### src/rtl/regfile_dump_reader.sv
// Debug reader that walks the register file through one read port and streams
// a sync byte followed by every register, little-endian, on a valid/ready byte link.
module regfile_dump_reader #(
  parameter int unsigned ADDRESS_WIDTH = 5,
  parameter int unsigned DATA_WIDTH    = 32,
  parameter int unsigned NUM_REGS      = 32,
  parameter logic [7:0]  SYNC_BYTE     = 8'hA5
) (
  input  logic                     clk,
  input  logic                     rst,
  input  logic                     start_i,
  output logic                     busy_o,
  output logic                     done_o,
  output logic [ADDRESS_WIDTH-1:0] rd_id_o,
  input  logic [DATA_WIDTH-1:0]    rd_data_i,
  output logic [7:0]               tx_data_o,
  output logic                     tx_valid_o,
  input  logic                     tx_ready_i
);

  localparam int unsigned BytesPerReg = DATA_WIDTH / 8;
  localparam int unsigned CntW        = (BytesPerReg > 1) ? $clog2(BytesPerReg) : 1;

  localparam logic [CntW-1:0]          LastByte = CntW'(BytesPerReg - 1);
  localparam logic [ADDRESS_WIDTH-1:0] LastIdx  = ADDRESS_WIDTH'(NUM_REGS - 1);

  typedef enum logic [2:0] {StIdle, StHeader, StLoad, StSend, StDone} state_e;

  state_e                   state_q, state_d;
  logic [ADDRESS_WIDTH-1:0] idx_q, idx_d;
  logic [CntW-1:0]          byte_cnt_q, byte_cnt_d;
  logic [DATA_WIDTH-1:0]    shreg_q, shreg_d;

  always_ff @(posedge clk) begin
    if (rst) begin
      state_q    <= StIdle;
      idx_q      <= '0;
      byte_cnt_q <= '0;
      shreg_q    <= '0;
    end else begin
      state_q    <= state_d;
      idx_q      <= idx_d;
      byte_cnt_q <= byte_cnt_d;
      shreg_q    <= shreg_d;
    end
  end

  always_comb begin
    state_d    = state_q;
    idx_d      = idx_q;
    byte_cnt_d = byte_cnt_q;
    shreg_d    = shreg_q;
    busy_o     = 1'b0;
    done_o     = 1'b0;
    rd_id_o    = '0;
    tx_data_o  = '0;
    tx_valid_o = 1'b0;

    unique case (state_q)
      StIdle: begin
        if (start_i) state_d = StHeader;
      end
      StHeader: begin
        busy_o     = 1'b1;
        tx_valid_o = 1'b1;
        tx_data_o  = SYNC_BYTE;
        if (tx_ready_i) begin
          idx_d   = '0;
          state_d = StLoad;
        end
      end
      StLoad: begin
        // Capture point: later writes to this register do not affect its bytes.
        busy_o     = 1'b1;
        rd_id_o    = idx_q;
        shreg_d    = rd_data_i;
        byte_cnt_d = '0;
        state_d    = StSend;
      end
      StSend: begin
        busy_o     = 1'b1;
        rd_id_o    = idx_q;
        tx_valid_o = 1'b1;
        tx_data_o  = shreg_q[7:0];
        if (tx_ready_i) begin
          shreg_d    = shreg_q >> 8;
          byte_cnt_d = byte_cnt_q + CntW'(1);
          if (byte_cnt_q == LastByte) begin
            if (idx_q == LastIdx) begin
              state_d = StDone;
            end else begin
              idx_d   = idx_q + ADDRESS_WIDTH'(1);
              state_d = StLoad;
            end
          end
        end
      end
      StDone: begin
        busy_o  = 1'b1;
        done_o  = 1'b1;
        state_d = StIdle;
      end
      default: state_d = StIdle;
    endcase
  end

endmodule

### config.mk
export PLATFORM = sky130hd
export DESIGN_NAME = regfile_dump_reader
export DESIGN_NICKNAME = d
export VERILOG_FILES = /design/src/rtl/regfile_dump_reader.sv
export SDC_FILE = /design/constraint.sdc
export NUM_CORES = 1
export LEC_CHECK = 0
export CAP_MARGIN = 5
export CORE_MARGIN = 4
export CORE_UTILIZATION = 50
export CTS_CLUSTER_SIZE = 8
export DETAILED_ROUTE_END_ITERATION = 16
export PLACE_DENSITY_LB_ADDON = 0.2
export SLEW_MARGIN = 20
export SYNTH_ARGS = -nofsm -noshare
export SYNTH_HDL_FRONTEND = slang
export SYNTH_SLANG_ARGS = --single-unit
### constraint.sdc
create_clock -name clk -period 3.2 [get_ports clk]
set_input_delay 0.32 -clock clk [delete_from_list [all_inputs] [get_ports clk]]
set_output_delay 0.32 -clock clk [all_outputs]
set_load 0.1 [all_outputs]
## Word level (Yosys, flattened, before mapping)

Index checks and enable logic that the tools add are counted.

| storage, ports and cells | value |
|---|---|
| memories kept | 0 |
| bits in read-only memories | 0 |
| word-level logic and storage cells | 46 |
| bits in latches | 0 |
| register bits after elaboration | 42 |
| memory bits (writable) | 0 |

| cells by class | value |
|---|---|
| eq/ne operators | 11 |
| $add $sub $neg | 2 |
| bitwise logic cells | 0 |
| divide/modulo/power cells | 0 |
| reduce and logical (&&, ||, !) cells | 9 |
| multiplexer cells | 20 |
| shift operators | 0 |
| multiply operators | 0 |
| $lt $le $gt $ge | 0 |

Operator list:

| operator | number |
|---|---|
| 32-bit case mux with 2 select lines | 1 |
| 32-bit 2-to-1 mux | 1 |
| 5-bit 2-to-1 mux | 5 |
| 8-bit case mux with 2 select lines | 1 |
| 3-bit 2-to-1 mux | 5 |
| 3-bit case mux with 4 select lines | 1 |
| 2-bit inequality test, second input constant | 5 |
| 5-bit case mux with 2 select lines | 1 |
| 3-bit by 2-bit equality test with 1-bit output, second input constant | 2 |
| 5-bit by 1-bit adder with 5-bit output, second input constant | 1 |
| 5-bit equality test, second input constant | 1 |
| 5-bit AND reduction | 1 |
| 2-bit case mux with 2 select lines | 1 |
| 4-bit AND reduction | 1 |
| 2-bit nonzero test | 2 |
| 2-bit OR reduction | 2 |
| 4-bit OR reduction | 1 |
| 3-bit by 1-bit equality test with 1-bit output, second input constant | 1 |
| 3-bit equality test, second input constant | 1 |
| 3-bit logical NOT | 1 |
| 1-bit 2-to-1 mux | 3 |
| 2-bit by 1-bit adder with 2-bit output, second input constant | 1 |
| 2-bit equality test, second input constant | 1 |
| 2-bit 2-to-1 mux | 1 |
| 2-bit AND reduction | 1 |

## Logic depth before layout (Yosys ltp)

Gate-level depths: netlist (run 1).

| depth | value |
|---|---|
| depth in word-level cells | 5 |
| mapped depth | 7 |

## Worst setup path after synthesis (run 1)

Ideal clock, no wire load.

| timing path | value |
|---|---|
| path type | register to output |
| from | register state_q[0] |
| to | output port busy_o |
| required time | 2.880 ns |
| cell stages (with the launch flop) | 4 |
| arrival | 2.063 ns |
| path buffers | 1 |
| path slack | 0.817 ns |
| cell sequence | dfxtp_1 > buf_4 > nor2_1 > xnor2_1 |

| on the way | value |
|---|---|
| cells in the longest elaborated chain, start to end | 3 |
| elaborated cells between the ends (all ways) | 6 |

RTL lines:

| element | RTL line | text |
|---|---|---|
| start: declaration | 29 | `state_e state_q, state_d;` |
| start signal: assignment | 36 | `state_q <= StIdle;` |
| start signal: assignment | 41 | `state_q <= state_d;` |
| 3-bit by 2-bit equality test with 1-bit output, or another cell as far along | 59 | `unique case (state_q)` |
| 4-bit OR reduction (no line) (*) | -- |  |
| 1-bit 2-to-1 mux (*) | 59 |  |
| end: declaration | 12 | `output logic busy_o,` |

Every way passes the cells marked *; elsewhere a longest branch is shown, timed or not.

## Final worst setup path (run 1)

| timing path | value |
|---|---|
| from | register state_q[0] |
| to | output port tx_data_o[1] |

| on the way | value |
|---|---|
| cells in the longest elaborated chain, start to end | 2 |
| elaborated cells between the ends (all ways) | 3 |

RTL lines:

| element | RTL line | text |
|---|---|---|
| 3-bit by 2-bit equality test with 1-bit output or 3-bit by 1-bit equality test with 1-bit output (tied branches) | 59 |  |
| 8-bit case mux with 2 select lines (*) | 59 |  |
| end: declaration | 16 | `output logic [7:0] tx_data_o,` |

Marked as above.

==> reports/qor.yml, run 1 <==
status: "completed"
finalSetupViolations: 0
die_area_um2: 5280
drv_cap: 0
io_buffers: 51
routed-via-count: 1778
grt_pass1_vias: 1682
grt_usage_pct: 17.9
cp_top_family: "buffers and inverters"
gp_congestion: 0.719
worstMarginPinSlew_ns: 0.965
drt_wl_total_mm: 4.43
grt_setup_unrepaired: "false"
core_um2: 4030
setup_tns_ns: 0
ctsResizeCount: 0
cts_tree: "yes"
drc: 0
required_ns: 2.88
critPathMaxStageDelay_ns: 0.55
layout_common_cells: "nand2_1, dfxtp_1, nor2_1"
initial_core_util_pct: 51.9
drive_gt1_share_pct: 17.6
filler_cell_count: 363
drt_iter0_markers: 145
dpl.hpwl_mm: 3.00
clkTransAtPathRegs_ns: 0.08
final_util_pct: 64.5
cts_root_buf: "clkbuf_8"
htree_levels: 2
skew_ns: 0.00540
gr-total-overflow: 0
ant_nets: 0
multiInputGateArea_um2: 1120
peakVddDrop_mv: 0.277
wl_per_cell_um: 13.5
min_period_ns: 2.25
slew_viol_final: 0
dr.pass1.iters: 4
syn_area_per_cell_um2: 8.83
yosysWarnings: 0
end_kind: "primary output"
finalPower_mw: 1.19
clock_latency_ns: 0.29
die_y_um: 72.7
antenna_found_initial: 0
p_leak_nw: 0.967
syn_area_um2: 2090
postCtsSetupRepairBufs: 0
synth_ff_type: "dfxtp_1"
cp.arrival_ns: 1.93
worst-setup-path-type: "register to primary output"
hold_viol: 0
cp_max_fo: 34
nets: 316
synth-edff-count: 0
post-route-period-util_pct: 70.3
regArea_um2: 841
async_reset_ff_share_pct: 0
numCtsBuffers: 5
fp.dieW_um: 72.7
n_antenna_cell: 0
fmax_mhz: 445
final_common_cell: "nand2_1"
crit_path_cell_trace: "and3b_1 > buf_4 > and2_1 > buf_4"
clockBufferDepth: 2
crit_slowest_cell: "dfxtp_1"
crit_top_cell: "buf_4"
cts_hold_buf: 0
synth-seq-cells: 42
syn_inst: 237
startpoint_type: "register"
via_per_inst: 5.42
path_buf_inv: 2
yosysSeqAreaShare_pct: 40.2
grt_max_degree: 49
syn-num-nets: 276
p_per_area_nw_per_um2: 456
grt_pass1_wl_mm: 7.53
clock-sinks: 42
io_pins: 52
slew_headroom_pct: 35.7
area_growth_pct: 24.2
reg2reg_slack_ns: 1.14
core.rowCount: 23
ys_types: 36
hp-class: "register to register"
## report_power, final
group          internal [mW]  total (mW)  switching [mW]
sequential             0.554       0.575          0.0212
combinational          0.100       0.260           0.159
clock                  0.174       0.351           0.177
## state kept, by name, indices dropped and copies added (netlist names)
| name | cells |
|---|---|
| shreg_q | 32 |
| state_q | 3 |
| idx_q | 5 |
| byte_cnt_q | 2 |
## cell families after synthesis
family / Yosys count / share of synthesized area [%]
flip-flops: 42 / 40.2
adder cells (fa/ha/maj): 3 / 1.79
AO/OA/AOI/OAI: 54 / 26.2
XOR/XNOR: 1 / 0.419
buffers and inverters: 22 / 6.46
AND/OR/NAND/NOR: 115 / 24.9
## metrics by stage
| step | area, µm² | instances | setup slack (ns) | hold slack (ns) |
|---|---|---|---|---|
| 2_1_floorplan | 2090 | 237 | 0.817 | 0.445 |
| 3_3_place_gp | 2510 | 320 | 1.18 | 0.469 |
| 3_5_place_dp | 2510 | 320 | 1.13 | 0.465 |
| 4_1_cts | 2600 | 328 | 0.947 | 0.475 |
| 5_1_grt | 2600 | 328 | 0.821 | 0.505 |
| 6_report | 2600 | 328 | 0.951 | 0.470 |
## final timing paths
kind,start,cells past startpoint,endpoint
worst min register to register,idx_q[4],2,idx_q[4]
worst min-delay path,idx_q[4],2,idx_q[4]
worst max-delay path,state_q[0],4,tx_data_o[1]
worst max register to register,idx_q[0],7,idx_q[3]
## tightest hold or removal path, cell delays in order (launching register included)
cell	delay, ns
dfxtp_1	0.33
nand2_1	0.05
a21oi_1	0.05
## Yosys cell counts, types with 3 or more instances
library cell	count	area (µm²)
nand3_1	3	15.0
a311oi_2	20	300
a21oi_1	8	40.0
ha_1	3	37.5
a22oi_1	8	60.1
clkbuf_1	10	37.5
and2_1	10	62.6
dfxtp_1	42	841
nor2_1	38	143
buf_6	6	67.6
buf_2	3	15.0
a311oi_1	4	35.0
o21a_1	4	30.0
nand2_1	50	188
## cell type report
cell class / count / share of cell area (%)
Clock buffer: 7 / 3.32
Inverter: 2 / 0.289
Tap cell: 50 / 2.41
Clock inverter: 1 / 0.193
Timing Repair Buffer: 53 / 18.5
Sequential cell: 42 / 32.4
Multi-Input combinational cell: 173 / 42.9
## per-layer routing
layer | wire length [µm] | track usage (%)
met3 | 233 | 4.68
met1 | 2010 | 21.6
met5 | 0 | 0
met4 | 63 | 6.15
met2 | 2120 | 30.6
(Power assumes the default switching activity.)
==> run 2: changes to the inputs <==
Settings changed: CORE_UTILIZATION 50 to 44.
Clock period 3.2 ns to 1.9 ns, I/O delays scaled along.
==> run 2 against run 1 <==
  * First-iteration DRC count up 11%
  * Clock skew down 0.0023 ns
  * Cell count up 4.9%
  * Combinational power up 100%
  * Critical path type is now register to register
  * Design area up 15%
  * Count of clock-buffer cells in the layout unchanged
  * Power up 84%
  * Clock power up 95%
==> reports/qor.yml, run 2 (synthesis gave the netlist of run 1 again) <==
crit_slowest_cell: "or4_4"
finalSetupViolations: 0  # unchanged
layout_common_cells: "nand2_1, dfxtp_1, nor2_1"
wl_per_cell_um: 14.4  # +6.7%
drc: 0  # unchanged
grt_max_degree: 28  # -43%
hold_viol: 0  # unchanged
grt_setup_unrepaired: "true"
final_util_pct: 66.9  # +2.4 points
drt_iter0_markers: 161  # +11%
wl_met1_mm: 2.32  # +15%
skew_ns: 0.00308  # -0.00232 ns
clock_latency_ns: 0.29  # about the same
critPathMaxStageDelay_ns: 0.49  # -0.06 ns
gr-total-overflow: 0  # unchanged
setup_slack_ns: 0.00389  # -0.947 ns
largest-register: "shreg_q"
drt_wl_total_mm: 4.95  # +12%
status: "completed"
area_growth_pct: 43.0
hp-class: "primary input to register"
min_period_ns: 1.90
dpl.hpwl_mm: 3.57  # +19%
worstMarginPinSlew_ns: 0.458  # -0.507 ns
cp.arrival_ns: 2.12  # +0.19 ns
core.rowCount: 24  # +4.3%
slew_viol_final: 0  # unchanged
clock-sinks: 42  # unchanged
numCtsBuffers: 5  # unchanged
nets: 330  # +4.4%
cp_max_fo: 3  # -91%
ant_nets: 0  # unchanged
io_buffers: 51  # unchanged
cts_root_buf: "clkbuf_8"
largest_reg_flops: 32  # unchanged
wl_met3_um: 214  # -8.2%
startpoint_type: "register"
critical_path_depth: 7  # +3
required_ns: 2.12  # -0.76 ns
gp_congestion: 0.789  # +9.7%
fp.dieW_um: 77.0  # +5.9%
clockBufferDepth: 2  # unchanged
clkTransAtPathRegs_ns: 0.08  # about the same
worst-setup-path-type: "register to register"
grt_usage_pct: 16.5  # -1.4 points
setup_tns_ns: 0  # unchanged
grt_pass1_wl_mm: 7.98  # +6.0%
fmax_mhz: 527
routed-via-count: 1886  # +6.1%
via_per_inst: 5.48  # +1.1%
largestRegisters: "shreg_q x32, idx_q x5, state_q x3"
p_leak_nw: 1.11  # +14%
htree_levels: 2  # unchanged
rr_worst_depth: 7  # unchanged
post-route-period-util_pct: 99.8
core_um2: 4470  # +11%
die_area_um2: 5920  # +12%
peakVddDrop_mv: 0.511  # +85%
die_y_um: 77.0  # +5.9%
top_layer: "met4"
io_pins: 52  # unchanged
cts_hold_buf: 0  # unchanged
path_buf_inv: 0  # -2
holdPathStages: 2  # unchanged
n_antenna_cell: 0  # unchanged
crit_path_cell_trace: "ha_1 > and3_1 > ha_2 > nand2b_4 > a21o_1 > or4_4 > a21oi_2"
finalPower_mw: 2.18  # +84%
p_per_area_nw_per_um2: 728  # +60%
preCtsSetupSlack_ns: 0.00400  # -1.13 ns
antenna_found_initial: 0  # unchanged
initial_core_util_pct: 46.8  # -5.2 points
drive_gt1_share_pct: 26.7  # +9.1 points
met2_length_mm: 2.35  # +11%
drv_cap: 0  # unchanged
postCtsSetupRepairBufs: 0  # unchanged
slew_headroom_pct: 69.5  # +34 points
cp_top_family: "simple AND/OR/NAND/NOR gates"
grt_pass1_vias: 1752  # +4.2%
end_kind: "register"
cts_tree: "yes"
dr.pass1.iters: 4  # unchanged
final_common_cell: "nand2_1"
[run 2: changes by cell type in the layout (fill, tap and decap cells not counted), moves of 2 or more]
cell,change
buf_12,+18
buf_4,-5
and2_1,-4
and2_2,+4
o21a_1,-4
o21a_2,+4
dfxtp_1,-2
dfxtp_2,+2
[run 2: path summary, 6_finish.rpt]
| check | slack [ns] | to | from |
|---|---|---|---|
| max | 0.004 | idx_q[3] | idx_q[0] |
| min reg2reg | 0.48 | idx_q[1] | idx_q[1] |
| max reg2reg | 0.004 | idx_q[3] | idx_q[0] |
| min | 0.29 | idx_q[0] | rst |
[run 2: stage by stage]
step	cells	hold slack (ns)	instance area [µm²]
CTS	344	0.295	2980
floorplan	237	0.351	2110
global route	344	0.304	2990
detailed placement	336	0.476	2860
global placement	336	0.464	2860
finish	344	0.295	2990
[run 2: repair_timing]
action,4_1_cts,5_1_grt
gates resized for setup,3,4
pin swaps,0,1
setup endpoints to repair,5,5
[run 2: per-layer routing]
metal,vias to the layer above,global-route usage [%]
li1,948,-
met4,0,7.43
met5,-,0
met3,6,3.86
met2,45,26.5
met1,887,21.0
[run 2: final cells by class]
cell class | instances | area [µm²]
Clock buffer | 7 | 76.3
Clock inverter | 1 | 30.0
Fill cell | 364 | 1480
Inverter | 2 | 11.3
Multi-Input combinational cell | 173 | 1150
Sequential cell | 42 | 843
Tap cell | 52 | 65.1
Timing Repair Buffer | 67 | 815
[run 2: where the power goes]
part	switching, mW	total, mW	internal, mW
Clock	0.291	0.684	0.393
Sequential	0.0352	0.969	0.934
Combinational	0.290	0.525	0.235
==> run 3: changes to the inputs <==
Clock period 1.9 ns to 1.6 ns, I/O delays scaled along.
==> run 3 against run 2 <==
  * The flow now finishes with violations (setup timing)
  * Critical path depth is the same
  * Flip-flop and latch count is the same
  * Worst setup slack worse by 0.11 ns
==> reports/qor.yml, run 3 (synthesis gave the netlist of run 1 again) <==
startpoint_type: "register"
critPathMaxStageDelay_ns: 0.41  # -0.08 ns
largest-register: "shreg_q"
place_area_um2: 2980  # +4.1%
ant_nets: 0  # unchanged
die_area_um2: 5920  # unchanged
slew_headroom_pct: 75.7  # +6.2 points
cts_hold_buf: 0  # unchanged
crit_top_cell: "ha_4"
cp_top_family: "simple AND/OR/NAND/NOR gates"
io_pins: 52  # unchanged
hold_viol: 0  # unchanged
min_period_ns: 1.70  # -0.192 ns
reg2reg_slack_ns: -0.10  # -0.11 ns
core.rowCount: 24  # unchanged
post-route-period-util_pct: 107  # +6.7 points
gr-total-overflow: 0  # unchanged
io_buffers: 51  # unchanged
grt_use_met2_pct: 29.8  # +3.3 points
final_area_um2: 3220  # +7.5%
gp_congestion: 0.839  # +6.4%
numCtsBuffers: 5  # unchanged
cp_max_fo: 3  # unchanged
path_buf_inv: 0  # unchanged
worst-setup-path-type: "register to register"
peakVddDrop_mv: 0.630  # +23%
grt_pass1_vias: 1847  # +5.4%
grt_setup_unrepaired: "true"
crit_slowest_cell: "or4_4"
status: "complete, but fails checks"
slew_viol_final: 0  # unchanged
drt_wl_total_mm: 5.20  # +4.9%
gr-usage-met1_pct: 19.6  # -1.4 points
grt_max_degree: 28  # unchanged
drc: 0  # unchanged
filler_cell_count: 338  # -7.1%
crit_path_cell_trace: "ha_4 > and3_4 > ha_4 > nand2b_4 > a21o_1 > or4_4 > a21oi_2"
die_y_um: 77.0  # unchanged
largestRegisters: "shreg_q x32, idx_q x5, state_q x3"
end_kind: "register"
n_antenna_cell: 0  # unchanged
fp.dieW_um: 77.0  # unchanged
final_common_cell: "nand2_1"
hp-class: "primary input to register"
p_leak_nw: 1.19  # +8.1%
violations: "setup timing"
cts_tree: "yes"
grt_pass1_wl_mm: 8.11  # +1.7%
worstMarginPinSlew_ns: 0.355  # -0.103 ns
htree_levels: 2  # unchanged
clock_latency_ns: 0.28  # about the same
dpl.hpwl_mm: 3.59  # +0.58%
busiest_layer: "met2"
antenna_found_initial: 0  # unchanged
clkTransAtPathRegs_ns: 0.08  # about the same
grt_usage_pct: 16.5  # about the same
required_ns: 1.82  # -0.30 ns
setup_slack_ns: -0.105  # -0.108 ns
finalPower_mw: 2.47  # +13%
routed-via-count: 1905  # +1.0%
largest_reg_flops: 32  # unchanged
cts_root_buf: "clkbuf_8"
nets: 345  # +4.5%
cp.arrival_ns: 1.93  # -0.19 ns
via_per_inst: 5.32  # -2.9%
wl_per_cell_um: 14.5  # +0.80%
clock-sinks: 42  # unchanged
area_growth_pct: 53.8
finalSetupViolations: 1  # +1
drive_gt1_share_pct: 34.6  # +7.9 points
initial_core_util_pct: 46.8  # unchanged
skew_ns: 0.00406  # +0.000974 ns
holdWs_ns: 0.265  # -0.0292 ns
p_per_area_nw_per_um2: 768  # +5.5%
drt_iter0_markers: 139  # -14%
fmax_mhz: 587  # +11%
grt_util_met3_pct: 4.33  # +0.47 points
dr.pass1.iters: 4  # unchanged
drv_cap: 0  # unchanged
core_um2: 4470  # unchanged
layout_common_cells: "nand2_1, dfxtp_1, nor2_1"
clockBufferDepth: 2  # unchanged
## run 3: final cells by class
class | count | area, µm² | area share [%]
Tap cell | 52 | 65.1 | 2.02
Inverter | 2 | 11.3 | 0.350
Multi-Input combinational cell | 173 | 1220 | 38.0
Timing Repair Buffer | 82 | 995 | 30.9
Sequential cell | 42 | 846 | 26.3
Clock buffer | 7 | 76.3 | 2.37
## run 3: stage by stage
stage	instances	setup TNS (ns)	util, %	worst slack (ns)
finish	358	-0.105	71.9	-0.105
CTS	351	-0.101	69.5	-0.101
floorplan	237	-0.485	-	-0.108
detailed placement	341	-0.114	66.6	-0.0902
global placement	341	-0.0593	66.6	-0.0593
global route	358	-0.395	71.9	-0.161
## run 3: path summary, 6_finish.rpt
check,start,to,cells after the start
max,idx_q[0],idx_q[3],7
min,rst,idx_q[3],2
max reg2reg,idx_q[0],idx_q[3],7
min reg2reg,shreg_q[8],shreg_q[0],2
## run 3: where the power goes
part / internal, mW / total, mW / switching, mW
clock network: 0.301 / 0.632 / 0.331
registers: 1.11 / 1.14 / 0.0347
logic: 0.329 / 0.696 / 0.367
## run 3: routing by layer
metal	routed length, µm	up-vias	share of wire [%]
li1	-	967	-
met1	2320	879	45
met2	2630	57	51
met3	220	2	4.2
met4	27	0	0.52
met5	0	-	0
## run 3: timing repair
item | 4_1_cts | 5_1_grt
setup buffers | 3 | 5
cloned | 0 | 2
pin swaps | 0 | 4
resized for setup | 9 | 9
endpoints found under the setup margin | 14 | 25
## run 3: worst register-to-register path: cells and delay by family (launching register included)
kind / cells / cell delay [ns]
and+or+nand+nor: 3 / 0.72
adders and majority gates: 2 / 0.30
DFF: 1 / 0.34
AOI/OAI and AO/OA: 2 / 0.29
